`config.mk`:
```
export PLATFORM = sky130hd
export DESIGN_NAME = apb_initiator
export DESIGN_NICKNAME = d
export VERILOG_FILES = /design/src/rtl/apb_pkg.sv /design/src/rtl/apb_initiator.sv
export SDC_FILE = /design/constraint.sdc
export NUM_CORES = 1
export LEC_CHECK = 0
export CAP_MARGIN = 5
export CORE_ASPECT_RATIO = 0.8
export CORE_MARGIN = 2
export CORE_UTILIZATION = 37
export DETAILED_ROUTE_END_ITERATION = 12
export PLACE_DENSITY_LB_ADDON = 0.05
export REMOVE_ABC_BUFFERS = 1
export SYNTH_ARGS = -nofsm -noshare
export SYNTH_HDL_FRONTEND = slang
export SYNTH_SLANG_ARGS = --single-unit
```
`constraint.sdc`:
```
create_clock -name PCLK -period 2.6 [get_ports PCLK]
set_clock_uncertainty 0.05 [all_clocks]
set_input_delay 0.39 -clock PCLK [delete_from_list [all_inputs] [get_ports PCLK]]
set_output_delay 0.39 -clock PCLK [all_outputs]
set_load 0.05 [all_outputs]
```
`src/rtl/apb_pkg.sv`:
```
// Shared types for the APB initiator: FSM state encoding and the
// response record carried back to the requester.
package apb_pkg;

    localparam int APB_PDATA_SIZE = 32;

    typedef enum logic [1:0] {
        IDLE   = 2'd0,
        SETUP  = 2'd1,
        ACCESS = 2'd2
    } apb_state_t;

    typedef struct packed {
        logic [APB_PDATA_SIZE-1:0] rdata;
        logic                      err;
        logic                      timeout;
    } apb_rsp_t;

    // Build a response record in one expression.
    function automatic apb_rsp_t make_rsp(
        input logic [APB_PDATA_SIZE-1:0] rdata,
        input logic                      err,
        input logic                      timeout
    );
        apb_rsp_t r;
        r.rdata   = rdata;
        r.err     = err;
        r.timeout = timeout;
        return r;
    endfunction

endpackage

```
`src/rtl/apb_initiator.sv`:
```
// Single-outstanding APB3 master. Turns a valid/ready request stream into
// SETUP/ACCESS phases, returns one response at a time and aborts transfers
// whose slave keeps PREADY low for too long.
//
// The response slot holds one entry. A transfer is only allowed into ACCESS
// while the slot is free, so by the time it completes (or times out) the slot
// is guaranteed empty and APB never has to be stalled waiting on rsp_ready.
module apb_initiator
    import apb_pkg::*;
#(
    parameter int PADDR_SIZE = 12,
    parameter int PDATA_SIZE = APB_PDATA_SIZE,
    parameter int TIMEOUT    = 256
) (
    input  logic                  PCLK,
    input  logic                  PRESET,
    input  logic                  req_valid,
    output logic                  req_ready,
    input  logic [PADDR_SIZE-1:0] req_addr,
    input  logic [PDATA_SIZE-1:0] req_wdata,
    input  logic                  req_write,
    output logic                  rsp_valid,
    input  logic                  rsp_ready,
    output logic [PDATA_SIZE-1:0] rsp_rdata,
    output logic                  rsp_err,
    output logic                  rsp_timeout,
    output logic                  PSEL,
    output logic                  PENABLE,
    output logic [PADDR_SIZE-1:0] PADDR,
    output logic [PDATA_SIZE-1:0] PWDATA,
    output logic                  PWRITE,
    input  logic [PDATA_SIZE-1:0] PRDATA,
    input  logic                  PREADY,
    input  logic                  PSLVERR
);

    // A zero TIMEOUT disables the watchdog; keep the counter one bit wide then.
    localparam int CNT_W = (TIMEOUT > 0) ? $clog2(TIMEOUT + 1) : 1;

    apb_state_t       state;
    logic [CNT_W-1:0] wd_count;
    apb_rsp_t         rsp_q;
    logic             rsp_valid_q;

    logic slot_free;
    logic accept;
    logic complete;
    logic abort;

    assign slot_free = !rsp_valid_q || rsp_ready;
    assign req_ready = !PRESET && slot_free &&
                       ((state == IDLE) || ((state == ACCESS) && PREADY));
    assign accept    = req_valid && req_ready;
    assign complete  = (state == ACCESS) && PREADY;
    assign abort     = (TIMEOUT > 0) && (state == ACCESS) && !PREADY &&
                       (wd_count == CNT_W'(TIMEOUT - 1));

    assign rsp_valid   = rsp_valid_q;
    assign rsp_rdata   = PDATA_SIZE'(rsp_q.rdata);
    assign rsp_err     = rsp_q.err;
    assign rsp_timeout = rsp_q.timeout;

    // Bus FSM: drives PSEL/PENABLE, latches the request and runs the watchdog.
    always_ff @(posedge PCLK or posedge PRESET) begin
        if (PRESET) begin
            state    <= IDLE;
            PSEL     <= 1'b0;
            PENABLE  <= 1'b0;
            PADDR    <= '0;
            PWDATA   <= '0;
            PWRITE   <= 1'b0;
            wd_count <= '0;
        end else begin
            case (state)
                IDLE: begin
                    if (accept) begin
                        state   <= SETUP;
                        PSEL    <= 1'b1;
                        PENABLE <= 1'b0;
                        PADDR   <= req_addr;
                        PWDATA  <= req_wdata;
                        PWRITE  <= req_write;
                    end
                end
                SETUP: begin
                    // Waiting here while the slot is full keeps completion
                    // from ever colliding with an unconsumed response.
                    if (slot_free) begin
                        state    <= ACCESS;
                        PENABLE  <= 1'b1;
                        wd_count <= '0;
                    end
                end
                ACCESS: begin
                    if (complete) begin
                        if (accept) begin
                            state   <= SETUP;
                            PSEL    <= 1'b1;
                            PENABLE <= 1'b0;
                            PADDR   <= req_addr;
                            PWDATA  <= req_wdata;
                            PWRITE  <= req_write;
                        end else begin
                            state   <= IDLE;
                            PSEL    <= 1'b0;
                            PENABLE <= 1'b0;
                        end
                    end else if (abort) begin
                        state   <= IDLE;
                        PSEL    <= 1'b0;
                        PENABLE <= 1'b0;
                    end else begin
                        wd_count <= wd_count + 1'b1;
                    end
                end
                default: begin
                    state   <= IDLE;
                    PSEL    <= 1'b0;
                    PENABLE <= 1'b0;
                end
            endcase
        end
    end

    // Response slot: filled by completion or watchdog abort, emptied on handshake.
    always_ff @(posedge PCLK or posedge PRESET) begin
        if (PRESET) begin
            rsp_valid_q <= 1'b0;
            rsp_q       <= '0;
        end else if (complete) begin
            rsp_valid_q <= 1'b1;
            rsp_q       <= make_rsp(PWRITE ? '0 : APB_PDATA_SIZE'(PRDATA), PSLVERR, 1'b0);
        end else if (abort) begin
            rsp_valid_q <= 1'b1;
            rsp_q       <= make_rsp('0, 1'b1, 1'b1);
        end else if (rsp_valid_q && rsp_ready) begin
            rsp_valid_q <= 1'b0;
        end
    end

endmodule
```
=== Yosys cells after proc, flatten, opt, wreduce, memory -nomap -nowiden ===
Index checks and enable logic that the tools add are counted.

* Output and inout bits: 83
* Flip-flop bits (word level): 93
* Word-level logic and storage cells: 77

* Add/subtract/negate cells: 1
* Equal/unequal tests: 9
* Muxes and demuxes: 34
* Bitwise gates (word level): 1
* Reductions and logical operators: 21

{| class="wikitable"
|+ Operator list
! operator !! number
|-
| $mux W32 || 3
|-
| $mux W34 || 2
|-
| $pmux W32 S2 || 1
|-
| $mux W9 || 3
|-
| $mux W12 || 2
|-
| $pmux W12 S2 || 1
|-
| $pmux W9 S2 || 1
|-
| $mux W1 || 13
|-
| $ne A2 B2 Y1 const B || 5
|-
| $add A9 B1 Y9 const B || 1
|-
| $eq A9 B8 Y1 const B || 1
|-
| $mux W2 || 4
|-
| $logic_and A1 B1 Y1 || 7
|-
| $pmux W1 S3 || 2
|-
| $pmux W2 S3 || 1
|-
| $reduce_and A3 Y1 || 2
|-
| $reduce_bool A2 Y1 || 3
|-
| $reduce_and A4 Y1 || 1
|-
| $logic_not A1 Y1 || 3
|-
| $ne A3 B3 Y1 const B || 1
|-
| $reduce_bool A3 Y1 || 1
|-
| $eq A2 B1 Y1 const B || 1
|-
| $eq A2 B2 Y1 const B || 1
|-
| $logic_not A2 Y1 || 1
|-
| other kinds (4) || 5
|}

=== Longest topological paths before layout ===
Gate-level depths: netlist (run 1).

* Depth after elaboration: 8
* Gate-level depth with buffers: 8
* Mapped depth without buffers: 7

=== Worst setup path before layout (run 1) ===
Ideal clock, no wire load.

* Kind: flip-flop to output port
* From: reg rsp_valid_q (netlist: rsp_valid)
* To: out req_ready
* Arrival time: 2.394 ns
* Required time: 2.160 ns
* Slack: -0.234 ns
* Buffers on the path: 0
* Cell stages (with the launch flop): 3
* Cell sequence: dfrtp_1 -> nor2b_1 -> nor4_1

* Cells in the longest elaborated chain, start to end: 4

{| class="wikitable"
|+ Ends and longest elaborated chain
! what !! RTL line !! source
|-
| start, declared || apb_initiator.sv:43 || <nowiki>logic rsp_valid_q;</nowiki>
|-
| start signal, assigned || apb_initiator.sv:128 || <nowiki>rsp_valid_q <= 1'b0;</nowiki>
|-
| start signal, assigned || apb_initiator.sv:131 || <nowiki>rsp_valid_q <= 1'b1;</nowiki>
|-
| start signal, assigned || apb_initiator.sv:134 || <nowiki>rsp_valid_q <= 1'b1;</nowiki>
|-
| $logic_not A1 Y1 || apb_initiator.sv:50 || <nowiki>assign slot_free = !rsp_valid_q || rsp_ready;</nowiki>
|-
| $logic_or A1 B1 Y1 || apb_initiator.sv:50 ||
|-
| $logic_and A1 B1 Y1 (2 in series) || apb_initiator.sv:51 || <nowiki>assign req_ready = !PRESET && slot_free &&</nowiki>
|-
| end, declared || apb_initiator.sv:18 || <nowiki>output logic req_ready,</nowiki>
|}

No other way between the ends.

=== Final worst setup path (run 1) ===
* From: reg wd_count[0]
* To: reg wd_count[5]

* Cells in the longest elaborated chain, start to end: 4
* Elaborated cells between the ends (all ways): 8
* Classes of those cells: add/sub: 1; eq/ne: 2; mux: 3; reduce/logical: 2

{| class="wikitable"
|+ Ends and longest elaborated chain
! what !! RTL line !! source
|-
| start, declared || apb_initiator.sv:41 || <nowiki>logic [CNT_W-1:0] wd_count;</nowiki>
|-
| start signal, assigned || apb_initiator.sv:113 || <nowiki>wd_count <= wd_count + 1'b1;</nowiki>
|-
| $add A9 B1 Y9 / $eq A9 B8 Y1 (equally long branches) || apb_initiator.sv:113, apb_initiator.sv:56 ||
|-
| $mux W9 / $logic_and A1 B1 Y1 (equally long branches) || apb_initiator.sv:108, apb_initiator.sv:55 ||
|-
| $mux W9 / $ne A2 B2 Y1 (equally long branches) || n/a ||
|-
| $pmux W9 S2 / $reduce_and A4 Y1 (equally long branches) || n/a ||
|}

Several ways; a longest one is shown, not always the timed one. The select of a mux whose other input is x is not followed.
A chain may end at the register's enable or synchronous reset.

==> results of run 1 <==
-- through the flow --
stage	util	TNS [ns]
2_1_floorplan	-	-44.50
5_1_grt	0.619	0
4_1_cts	0.619	0
3_5_place_dp	0.582	0
3_3_place_gp	0.582	0
6_report	0.619	0
-- placed cells by master (no fill, tap or decap), drive strengths merged, types with 2 or more instances in the layout --
cell type and n:
a21oi 7, a22o 33, buf 5, bufinv 2
clkbuf 12, clkdlybuf4s50 164, clkinv 3, dfrtp 92
ha 2, inv 4, mux2 45, mux2i 3
nand2 4, nand3 2, nand4 3, nor2 5
nor2b 2, o21ai 8, o31ai 2, or3 2
or4 2
-- path summary, 6_finish.rpt --
| path | depth (start not counted) | to | slack (ns) |
|---|---|---|---|
| worst max-delay path | 7 | wd_count[5] | 0.17 |
| worst min-delay path | 1 | wd_count[6] | 0.45 |
| worst max register to register | 7 | wd_count[5] | 0.17 |
| worst min register to register | 1 | wd_count[6] | 0.45 |
| max in group asynchronous | 3 | PADDR[4] | 1.65 |
| min in group asynchronous | 3 | PWDATA[26] | 0.48 |
-- kinds of logic (layout without fill, tap and decap cells) --
group / Yosys count / count (layout) / synth area share
DFF: 92 / 92 / 0.656
and+or+nand+nor: 29 / 29 / 0.0510
muxes: 48 / 48 / 0.153
AOI/OAI and AO/OA: 52 / 52 / 0.112
adders and majority gates: 2 / 2 / 0.00713
buffers and inverters: 17 / 190 / 0.0210
-- worst max-delay path: stages, from the launching register on --
cell                      delay [ns]
sky130_fd_sc_hd__dfrtp_1        0.41
sky130_fd_sc_hd__ha_1           0.25
sky130_fd_sc_hd__nand3_1        0.09
sky130_fd_sc_hd__nor2_1         0.05
sky130_fd_sc_hd__ha_1           0.23
sky130_fd_sc_hd__or4b_4         0.61
sky130_fd_sc_hd__or4_1          0.52
sky130_fd_sc_hd__a21oi_1        0.15
-- layer usage --
layer,global-route usage,part of all wire,up-vias
li1,-,-,1214
met1,0.222,0.42,1302
met2,0.284,0.49,95
met3,0.0748,0.080,11
met4,0.0661,0.016,0
met5,0,0,-
-- cell usage after synthesis, drive strengths merged, types with 2 or more instances --
| cell | n |
|---|---|
| dfrtp | 92 |
| mux2 | 45 |
| a22o | 33 |
| o21ai | 8 |
| a21oi | 7 |
| buf | 6 |
| clkbuf | 6 |
| inv | 5 |
| nor2 | 5 |
| nand2 | 4 |
| mux2i | 3 |
| nand4 | 3 |
| ha | 2 |
| nand3 | 2 |
| nor2b | 2 |
| o31ai | 2 |
| or3 | 2 |
| or4 | 2 |
-- report_power, final --
| part | internal, mW | leakage, nW | switching (mW) |
|---|---|---|---|
| Clock | 0.917 | 0.169 | 0.533 |
| Combinational | 1.22 | 1.10 | 2.06 |
| Sequential | 1.89 | 1.14 | 0.254 |
| Total | 4.02 | 2.42 | 2.85 |
-- flip-flops by register name, summed over array words and instances (netlist names) --
register	cells
rsp_valid	1
state	2
rsp_err	1
rsp_rdata	32
rsp_timeout	1
PWRITE	1
wd_count	9
PSEL	1
PADDR	12
PWDATA	32
-- final cells by class --
| class | instances | area [um^2] |
|---|---|---|
| clock buffers | 12 | 267 |
| clock inverters | 4 | 70.1 |
| fillers | 746 | 3490 |
| inverters | 5 | 20.0 |
| multi-input cells | 131 | 1140 |
| flip-flops and latches | 92 | 2300 |
| well taps | 115 | 144 |
| repair buffers | 169 | 1720 |
==> results.json, run 1 <==
{
  "outcome": "finished with violations",
  "violations": "DRC",
  "worstHoldStart": "wd_count[6]",
  "grtUsageTotal": 0.180,
  "post_drt_wl_per_cell_um": 16.8,
  "total_core_area_um2": 9150,
  "critPathLaunch": "wd_count[0]",
  "fin_nets": 493,
  "grt_overflow": 0,
  "critical_path.max_fanout": 12,
  "ir_worst_vdd_uv": 672,
  "maximum_capacitance_violations": 0,
  "reg2reg_from": "wd_count[0]",
  "pre_cts_slack_ns": 0.204,
  "place_hpwl_um": 5990,
  "place_congestion": 0.810,
  "number_of_distinct_library_cells_after_synthesis": 31,
  "rsz0062_at_grt": "false",
  "setup.worst_path.start_class": "flop",
  "layout-drive-gt1-share": 0.174,
  "post-route-worst-setup-slack_ns": 0.171,
  "drt_wl_total_um": 8870,
  "drt_iter0_markers": 127,
  "largest_area_contributor_in_the_netlist": "sky130_fd_sc_hd__dfrtp_1",
  "synthesis.yosys.warnings": 0,
  "period_minus_slack_ns": 2.43,
  "timing.critical_path.to_type": "flop",
  "area_delta_synth_final_pct": 61.4,
  "power-per-cell-area_nw_per_um2": 1210,
  "max-clock-path-buffers": 2,
  "ant_diodes": 0,
  "placed_area_um2": 5330,
  "routed-via-count": 2622,
  "period_utilization": 0.934,
  "fmaxAchievable_mhz": 412,
  "chipHeight_um": 91.1,
  "clock_network_latency_to_the_later_pin_of_the_worst_skew_pair_ns": 0.34,
  "synthCells": 240,
  "detail_route.vias_per_cell": 4.97,
  "synth_area_um2": 3510,
  "largest_net_degree_at_the_start_of_global_routing": 93,
  "grt_pass1_wl_um": 14200,
  "worst_ep_arrival_time_ns": 2.65,
  "cts.sinks": 92,
  "number_of_synthesized_flops_with_an_enable_pin": 0,
  "final-hold-violation-count": 0,
  "cts_htree_levels": 3,
  "antenna_violating_nets_post_route": 0,
  "numPlacedInstances": 512,
  "synthesis.area_per_instance_um2": 14.6,
  "post-cts-setup-buffers": 0,
  "path_clk_slew_ns": 0.06,
  "die_width_um": 113,
  "finalInstanceArea_um2": 5660,
  "tritoncts.num_buffers": 9,
  "post-layout-total-power_mw": 6.87,
  "cts_tree": "done",
  "cts.repair.resized": 0,
  "worst-endpoint-required_ns": 2.82,
  "critical_path_type": "reg2reg",
  "yosys_register_bits": 92,
  "final-instance-count-excl-fill": 528,
  "portBuffers": 165,
  "setup_viol": 0,
  "design.die.area_um2": 10300,
  "max-slew-margin-rel": 0.519,
  "num_io_pins": 166,
  "clock-root-buffer": "sky130_fd_sc_hd__clkbuf_16",
  "report.final.slew_viol_count": 0,
  "core.rowCount": 31,
  "asyncSetResetFlopFracSynth": 1.00,
  "initial_utilization": 0.383,
  "power_leakage_nw": 2.42,
  "drcViolationCount": 8,
  "first_global_vias": 2674,
  "synth_top_cell_area_share": 0.656,
  "dominantRegCellSynth": "sky130_fd_sc_hd__dfrtp_1",
  "yosysSeqAreaShare": 0.656,
  "timing.hold.ws_ns": 0.449,
  "synth.area.top_cells": "sky130_fd_sc_hd__dfrtp_1 (66%), sky130_fd_sc_hd__mux2_2 (14%), sky130_fd_sc_hd__a22o_1 (8.2%), sky130_fd_sc_hd__a21oi_1 (1.0%), sky130_fd_sc_hd__o21ai_0 (1.0%)",
  "antenna_found_initial": 0,
  "drt_first_pass_iters": 8,
  "holdBufCountCts": 0,
  "worstMarginPinSlew_ns": 0.714,
  "hold_path_class": "reg2reg"
}
Note: power is estimated with default switching activity, not from simulation.
==> run 2, diff against run 1 <==
--- a/config.mk
+++ b/config.mk
@@ -8,7 +8,8 @@
 export CAP_MARGIN = 5
 export CORE_ASPECT_RATIO = 0.8
 export CORE_MARGIN = 2
-export CORE_UTILIZATION = 37
+export CORE_UTILIZATION = 38
+export CTS_BUF_LIST = sky130_fd_sc_hd__clkbuf_8
 export DETAILED_ROUTE_END_ITERATION = 12
 export PLACE_DENSITY_LB_ADDON = 0.05
 export REMOVE_ABC_BUFFERS = 1
==> run 2 against run 1 <==
  * The flow now finishes without violations
  * Clock-buffer cell count shrank 3
  * Largest cell class unchanged
  * Worst setup slack lost 0.012 ns
  * First-iteration DRC count down 30%
  * Via count decreased by 1.1%
  * Sequential share of layout area is 0.68 points higher
==> results.json, run 2 (synthesized netlist as in run 1, its figures left out) <==
{
  "holdBufCountCts": 0,
  "cts.repair.resized": 0,
  "cts_htree_levels": 3,
  "total_core_area_um2": 9000,
  "power-per-cell-area_nw_per_um2": 1140,
  "post-cts-setup-buffers": 0,
  "tritoncts.num_buffers": 9,
  "core.rowCount": 31,
  "period_utilization": 0.939,
  "ant_diodes": 0,
  "fin_nets": 498,
  "seqPwrFrac": 0.338,
  "setup.worst_path.start_class": "flop",
  "numPlacedInstances": 517,
  "design.die.area_um2": 10000,
  "area_delta_synth_final_pct": 58.8,
  "grt_pass1_wl_um": 14100,
  "final-hold-violation-count": 0,
  "grt_overflow": 0,
  "drt_first_pass_iters": 4,
  "portBuffers": 165,
  "layout-drive-gt1-share": 0.179,
  "critical_path_type": "reg2reg",
  "portion_of_total_power_attributed_to_combinational_logic": 0.516,
  "die_width_um": 111,
  "final-instance-count-excl-fill": 533,
  "clock-root-buffer": "sky130_fd_sc_hd__clkbuf_8",
  "fmaxAchievable_mhz": 410,
  "drt_wl_total_um": 8640,
  "cts_tree": "done",
  "path_clk_slew_ns": 0.09,
  "cell_internal_pwr_mw": 3.55,
  "worstMarginPinSlew_ns": 0.597,
  "grtUsageTotal": 0.176,
  "post_drt_wl_per_cell_um": 16.2,
  "antenna_found_initial": 0,
  "report.final.slew_viol_count": 0,
  "cts.sinks": 92,
  "outcome": "finished clean",
  "routed-via-count": 2592,
  "rsz0062_at_grt": "false",
  "hold_path_class": "in2async",
  "p_sw_frac": 0.441,
  "drt_iter0_markers": 89,
  "antenna_violating_nets_post_route": 0,
  "power_leakage_nw": 2.37,
  "worst-endpoint-required_ns": 2.82,
  "drcViolationCount": 0,
  "worst_ep_arrival_time_ns": 2.66,
  "detail_route.vias_per_cell": 4.86,
  "ir_worst_vdd_uv": 656,
  "place_hpwl_um": 6200,
  "initial_utilization": 0.390,
  "p_clk_frac": 0.146,
  "commonest_non_fill_non_tap_cells_in_the_layout": "sky130_fd_sc_hd__clkdlybuf4s50_1 (164), sky130_fd_sc_hd__dfrtp_1 (92), sky130_fd_sc_hd__mux2_2 (45)",
  "clock_network_latency_to_the_later_pin_of_the_worst_skew_pair_ns": 0.34,
  "first_global_vias": 2793,
  "period_minus_slack_ns": 2.44,
  "max-slew-margin-rel": 0.596,
  "setup_viol": 0,
  "post-layout-total-power_mw": 6.35,
  "chipHeight_um": 90.0,
  "num_io_pins": 166,
  "place_congestion": 0.746,
  "timing.critical_path.to_type": "flop",
  "largest_net_degree_at_the_start_of_global_routing": 47,
  "critical_path.max_fanout": 12,
  "maximum_capacitance_violations": 0,
  "final_common_cell": "sky130_fd_sc_hd__clkdlybuf4s50_1",
  "netSwitchingPower_mw": 2.80,
  "max-clock-path-buffers": 2
}
-- run 2: changes by cell type in the layout (fill, tap and decap cells not counted), sizes merged --
cell	before	now
buf	5	10
bufinv	2	1
clkbuf	12	9
clkinv	3	2
clkinvlp	0	2
inv	4	7
-- run 2: power groups by stage --
stage | sequential, mW | combinational [mW] | clock, mW
global route | 2.21 | 3.40 | 1.03
CTS | 2.15 | 3.31 | 0.970
detailed placement | 2.16 | 3.31 | 0
floorplan | 3.69 | 0.546 | 0
global placement | 2.15 | 3.29 | 0
finish | 2.15 | 3.28 | 0.930
-- run 2: metrics by stage --
stage,utilization,hold WS [ns],setup TNS (ns),area [um^2],setup slack (ns)
global route,0.619,0.452,0,5570,0.00995
detailed placement,0.598,0.433,0,5380,0.173
global placement,0.598,0.419,0,5380,0.225
finish,0.619,0.401,0,5570,0.160
floorplan,-,0.389,-44.50,3450,-0.502
CTS,0.619,0.406,0,5570,0.163
-- run 2: worst max-delay path, cell delays in order, from the launching register on --
cell and delay [ns]:
sky130_fd_sc_hd__dfrtp_1 0.41, sky130_fd_sc_hd__ha_1 0.25, sky130_fd_sc_hd__nand3_1 0.09, sky130_fd_sc_hd__nor2_1 0.04, sky130_fd_sc_hd__ha_1 0.23, sky130_fd_sc_hd__or4b_4 0.61
sky130_fd_sc_hd__or4_1 0.52, sky130_fd_sc_hd__a21oi_1 0.15
-- run 2: worst paths after layout --
kind / start / to / slack [ns] / cells after the start
worst min register to register: wd_count[6] / wd_count[6] / 0.45 / 1
worst min-delay path: PRESET / rsp_rdata[12] / 0.40 / 2
worst max-delay path: wd_count[0] / wd_count[5] / 0.16 / 7
worst max register to register: wd_count[0] / wd_count[5] / 0.16 / 7
max in group asynchronous: PRESET / PWDATA[22] / 1.51 / 3
min in group PCLK: wd_count[6] / wd_count[6] / 0.45 / 1
-- run 2: layer usage --
layer,GRT usage,up-vias,wire length (um)
met4,0.0401,0,65
met5,0,-,0
met2,0.279,100,4000
li1,-,1222,-
met3,0.0829,5,817
met1,0.222,1265,3750
-- run 2: area by class of cell --
cell class,instances,area (um^2)
fillers,742,3430
flip-flops and latches,92,2300
repair buffers,174,1750
multi-input cells,131,1160
well taps,115,144
clock buffers,9,124
clock inverters,7,70.1
inverters,5,21.3
==> run 3, diff against run 2 <==
--- a/config.mk
+++ b/config.mk
@@ -8,9 +8,10 @@
 export CAP_MARGIN = 5
 export CORE_ASPECT_RATIO = 0.8
 export CORE_MARGIN = 2
-export CORE_UTILIZATION = 38
+export CORE_UTILIZATION = 42
 export CTS_BUF_LIST = sky130_fd_sc_hd__clkbuf_8
 export DETAILED_ROUTE_END_ITERATION = 12
+export GPL_ROUTABILITY_DRIVEN = 0
 export PLACE_DENSITY_LB_ADDON = 0.05
 export REMOVE_ABC_BUFFERS = 1
 export SYNTH_ARGS = -nofsm -noshare
==> constraint.sdc (replaced) <==
create_clock -name PCLK -period 2.4 [get_ports PCLK]
set_clock_uncertainty 0.05 [all_clocks]
set_input_delay 0.36 -clock PCLK [delete_from_list [all_inputs] [get_ports PCLK]]
set_output_delay 0.36 -clock PCLK [all_outputs]
set_load 0.05 [all_outputs]
==> run 3 against run 2 <==
  * Final cell count fell by 0.75%
  * Maximum frequency up 5.7%
  * Sequential share of layout area is 0.24 points lower
  * Worst hold slack lost 0.14 ns
  * Combinational power increased by 9.1%
  * Highest routed layer unchanged
  * Largest power group unchanged
  * Core utilization is 8.0 points higher
  * Worst setup slack got worse by 0.068 ns
  * Global-route usage rose by 1.3 points
  * Final area grew 0.58%
==> results.json, run 3 (synthesized netlist as in run 1, its figures left out) <==
{
  "drcViolationCount": 0,
  "grt_overflow": 0,
  "hold_path_class": "in2async",
  "critical_path.max_fanout": 5,
  "total_core_area_um2": 8020,
  "final_common_cell": "sky130_fd_sc_hd__clkdlybuf4s50_1",
  "post_drt_wl_per_cell_um": 15.8,
  "final-hold-violation-count": 0,
  "max-slew-margin-rel": 0.637,
  "critical_path_type": "reg2reg",
  "holdBufCountCts": 0,
  "maximum_capacitance_violations": 0,
  "largest_net_degree_at_the_start_of_global_routing": 59,
  "setup_viol": 0,
  "cp_cell_sequence": "ha_2, nand3_1, nor2_1, ha_1, or4b_4, or4_1, a21oi_1",
  "path_clk_slew_ns": 0.09,
  "worst-endpoint-required_ns": 2.63,
  "numPlacedInstances": 512,
  "detail_route.vias_per_cell": 4.97,
  "cts.sinks": 92,
  "slowest_stage": "sky130_fd_sc_hd__or4b_4",
  "fmaxAchievable_mhz": 433,
  "clock-root-buffer": "sky130_fd_sc_hd__clkbuf_8",
  "final-instance-count-excl-fill": 529,
  "period_utilization": 0.962,
  "timing.critical_path.to_type": "flop",
  "design.die.area_um2": 9110,
  "commonest_non_fill_non_tap_cells_in_the_layout": "sky130_fd_sc_hd__clkdlybuf4s50_1 (164), sky130_fd_sc_hd__dfrtp_1 (92), sky130_fd_sc_hd__mux2_2 (45)",
  "multi_input_combinational_cell_area_um2": 1150,
  "num_io_pins": 166,
  "layout-drive-gt1-share": 0.195,
  "fin_tns_setup_ns": 0,
  "chipHeight_um": 85.8,
  "outcome": "finished clean",
  "grt_pass1_wl_um": 13500,
  "power_leakage_nw": 2.40,
  "routed-via-count": 2628,
  "area_delta_synth_final_pct": 59.7,
  "filler_cell_count": 597,
  "portBuffers": 165,
  "cts_htree_levels": 3,
  "tritoncts.num_buffers": 9,
  "first_global_vias": 2713,
  "rsz0062_at_grt": "false",
  "power-per-cell-area_nw_per_um2": 1250,
  "ant_diodes": 0,
  "period_minus_slack_ns": 2.31,
  "sequential_cell_area_in_the_final_layout_um2": 2300,
  "ir_worst_vdd_uv": 731,
  "die_width_um": 106,
  "core_occupancy_in_the_finished_layout": 0.699,
  "setup.worst_path.start_class": "flop",
  "antenna_found_initial": 0,
  "core.rowCount": 29,
  "max-clock-path-buffers": 2,
  "grtUsageTotal": 0.190,
  "cts_tree": "done",
  "report.final.slew_viol_count": 0,
  "antenna_violating_nets_post_route": 0,
  "drt_first_pass_iters": 4,
  "clock_network_latency_to_the_later_pin_of_the_worst_skew_pair_ns": 0.35,
  "fin_nets": 501,
  "drt_wl_total_um": 8360,
  "worstMarginPinSlew_ns": 0.543,
  "crit_path_max_incr_delay_ns": 0.55,
  "initial_utilization": 0.438,
  "worst_ep_arrival_time_ns": 2.54,
  "drt_iter0_markers": 87,
  "place_hpwl_um": 6140
}
[run 3: cell count changes in the layout (fill, tap and decap cells not counted)]
cell                         change
sky130_fd_sc_hd__a21oi_1         -1
sky130_fd_sc_hd__a21oi_2         +1
sky130_fd_sc_hd__buf_4           +2
sky130_fd_sc_hd__buf_6           +1
sky130_fd_sc_hd__bufinv_16       +1
sky130_fd_sc_hd__clkinv_2        +4
sky130_fd_sc_hd__clkinv_4        -1
sky130_fd_sc_hd__clkinvlp_4      -1
sky130_fd_sc_hd__ha_1            -1
sky130_fd_sc_hd__ha_2            +1
sky130_fd_sc_hd__inv_1           -2
sky130_fd_sc_hd__inv_4           -1
sky130_fd_sc_hd__nand4bb_2       +1
sky130_fd_sc_hd__nand4bb_4       -1
[run 3: timing repair]
item | CTS | global route
endpoints found under the hold margin | 0 | 0
gates resized for setup | 0 | 3
setup endpoints to repair | 0 | 5
buffers inserted | 0 | 1
[run 3: worst paths after layout]
kind,to,slack (ns),cells after the start,startpoint
worst max-delay path,wd_count[5],0.09,7,wd_count[0]
worst min-delay path,PWDATA[18],0.26,2,PRESET
worst max register to register,wd_count[5],0.09,7,wd_count[0]
worst min register to register,wd_count[6],0.45,1,wd_count[6]
max in group asynchronous,rsp_rdata[8],1.47,3,PRESET
min in group PCLK,wd_count[6],0.45,1,wd_count[6]
[run 3: area by class of cell]
cell class	count	area share
clock buffer	9	0.0221
multi-input combinational	131	0.205
inverter	5	0.00357
tap	108	0.0241
clock inverter	7	0.0163
timing repair buffer	177	0.318
sequential	92	0.411
[run 3: per-layer routing]
layer	GRT usage	share of wire	wire length, um	vias up
met4	0.0502	0.012	104	0
met5	0	0	0	-
met3	0.0821	0.089	745	9
met1	0.247	0.43	3630	1283
met2	0.293	0.46	3880	107
li1	-	-	-	1229
[run 3: where the power goes]
part | total [mW] | internal (mW) | switching (mW)
registers | 2.30 | 2.04 | 0.264
clock network | 1.10 | 0.583 | 0.520
logic | 3.58 | 1.34 | 2.24
total | 6.99 | 3.96 | 3.02
[run 3: critical path, delay by kind of cell (launching register included)]
kind	cells	cell delay, ns
AND/OR/NAND/NOR	4	1.24
adder cells (fa/ha/maj)	2	0.40
AO/OA/AOI/OAI	1	0.15
flip-flops	1	0.40
[run 3: stage by stage]
stage / hold WS, ns / power, mW / setup WS, ns / instance area [um^2]
global route: 0.281 / 7.31 / 0.00123 / 5600
global placement: 0.416 / 5.89 / 0.135 / 5370
finish: 0.264 / 6.99 / 0.0911 / 5600
detailed placement: 0.426 / 5.92 / 0.0583 / 5370
CTS: 0.244 / 7.05 / 0.00235 / 5590
floorplan: 0.389 / 4.59 / -0.702 / 3450
==> RTL change: new RTL, settings of run 2 <==
Register the outputs `rsp_err` and `rsp_timeout`, without a reset; this adds one clock of latency there. The other outputs are not delayed to match.
--- a/src/rtl/apb_initiator.sv
+++ b/src/rtl/apb_initiator.sv
@@ -57,8 +57,10 @@
 
     assign rsp_valid   = rsp_valid_q;
     assign rsp_rdata   = PDATA_SIZE'(rsp_q.rdata);
-    assign rsp_err     = rsp_q.err;
-    assign rsp_timeout = rsp_q.timeout;
+    always_ff @(posedge PCLK) begin
+        rsp_err     <= rsp_q.err;
+        rsp_timeout <= rsp_q.timeout;
+    end
 
     // Bus FSM: drives PSEL/PENABLE, latches the request and runs the watchdog.
     always_ff @(posedge PCLK or posedge PRESET) begin
Behaviour: not the same (a bounded check fails within 4 cycles, from zero or initial values and one cycle with PRESET high).
==> RTL change against run 2 <==
- synthesized cell count up 15%
- sequential share of layout area increased by 0.56 points
- setup slack worse by 24 ps
- power rose by 0.97%
- final area grew 0.38%
- routed wire length is 0.52% higher
- area after synthesis grew 8.2%
- utilization fell by 4.2 points
- sequential cell count increased by 2
- die area increased by 7.8%
- non-clock buffer count fell by 4
- count of clock-buffer cells in the layout increased by 2
==> RTL change: results (changes against run 2) <==
Setup path
  • Worst Path Max Fanout: 11 (-1)
  • Worst R2R End: wd_count[7]$_DFFE_PP0P_
  • WP data arrival: 2680 ps (+20 ps)
  • Worst Reg-to-Reg Cells: 7 (unchanged)
  • Worst reg2reg startpoint: wd_count[0]$_DFFE_PP0P_
  • Reg2reg setup slack: 140 ps (-20 ps)

Synth
  • Most frequent cells after synthesis: 92 x dfrtp_1, 45 x mux2_2, 32 x a22o_1, 32 x buf_4, 8 x o21ai_0
  • Post-synthesis sequential area ratio: 0.617 (-0.0390)
  • Ys async rst share: 0.979 (-0.0213)
  • Synth unique cells: 32 (+3.2%)
  • Synth area leaders: dfrtp_1 61%, mux2_2 13%, a22o_1 7.4%

Layout
  • Ant diodes: 0 (unchanged)
  • Final nets: 497 (-0.20%)

Drt
  • Met3 WL: 854 um (+4.5%)
  • Routed wl met2: 3950 um (-1.3%)
  • Post-Route M1 WL: 3730 um (-0.61%)
  • Vias/cell: 4.72 (-3.0%)
  • Post-Route WL: 8680 um (+0.52%)

GRT
  • Largest net degree at the start of global routing: 51 (+8.5%)
  • First-pass GRT wire length: 13700 um (-2.9%)
  • Global Route Usage Sum: 0.165 (-0.0109)
  • Initial antenna violation count: 0 (unchanged)
  • Vias in the first global route: 2660 (-4.8%)

STA
  • Slew headroom: 0.573 (-0.0238)

Status
  • Status: complete, no violations

Power and ir drop
  • VDD IR max: 0.677 mV (+3.3%)
  • Static leakage: 2.38 nW (+0.21%)

Flow run
  • Max-Cap Viols: 0 (unchanged)

Hold path
  • Hold path start: rsp_q[1]$_DFFE_PP0P_
  • Worst hold path class: reg2reg
  • Worst Hold Path EP: rsp_err$_DFF_P_

Place
  • Final HPWL DP: 6080 um (-2.0%)
  • GPL Wtd Cong: 0.756 (+1.4%)
## RTL change: where the power goes
part           total, W  internal (W)  leakage [nW]  switching, W
clock          0.000973      0.000489         0.110      0.000483
combinational   0.00327       0.00121          1.11       0.00205
sequential      0.00217       0.00192          1.16      0.000252
## RTL change: how the worst max path moves through the flow
stage	startpoint	endpoint
3_3_place_gp	wd_count[0]$_DFFE_PP0P_	wd_count[7]$_DFFE_PP0P_
4_1_cts	wd_count[0]$_DFFE_PP0P_	wd_count[7]$_DFFE_PP0P_
3_5_place_dp	wd_count[0]$_DFFE_PP0P_	wd_count[7]$_DFFE_PP0P_
5_1_grt	wd_count[0]$_DFFE_PP0P_	wd_count[7]$_DFFE_PP0P_
6_report	wd_count[0]$_DFFE_PP0P_	wd_count[7]$_DFFE_PP0P_
2_1_floorplan	PENABLE$_DFFE_PP0P_	PADDR[0]$_DFFE_PP0P_
## RTL change: layout make-up
type	instances	area (um2)
fill	856	4100
sequential	94	2340
timing repair buffer	170	1710
multi-input combinational	132	1150
tap	136	170
clock buffer	11	151
clock inverter	5	48.8
inverter	5	20.0
## RTL change: through the flow
stage	hold slack [ps]	setup slack [ps]	area (um2)	instances	setup TNS (ps)
detailed placement	307	140	5390	537	0
finish	329	135	5590	553	0
global route	343	22.6	5590	553	0
global placement	302	234	5390	537	0
floorplan	297	-535	3500	231	-45790
CTS	327	131	5590	553	0
## RTL change: logic make-up after synthesis
| kind of cell | Yosys count | share of synthesized area |
|---|---|---|
| flops | 94 | 0.617 |
| simple gates | 31 | 0.0508 |
| fa+ha+maj | 2 | 0.00659 |
| compound gates | 51 | 0.101 |
| mux | 48 | 0.141 |
| buf+inv | 49 | 0.0834 |
## RTL change: metal layers
layer | vias to the layer above | global-route usage
met5 | - | 0
li1 | 1224 | -
met3 | 11 | 0.0765
met4 | 0 | 0.0595
met1 | 1280 | 0.214
met2 | 94 | 0.245
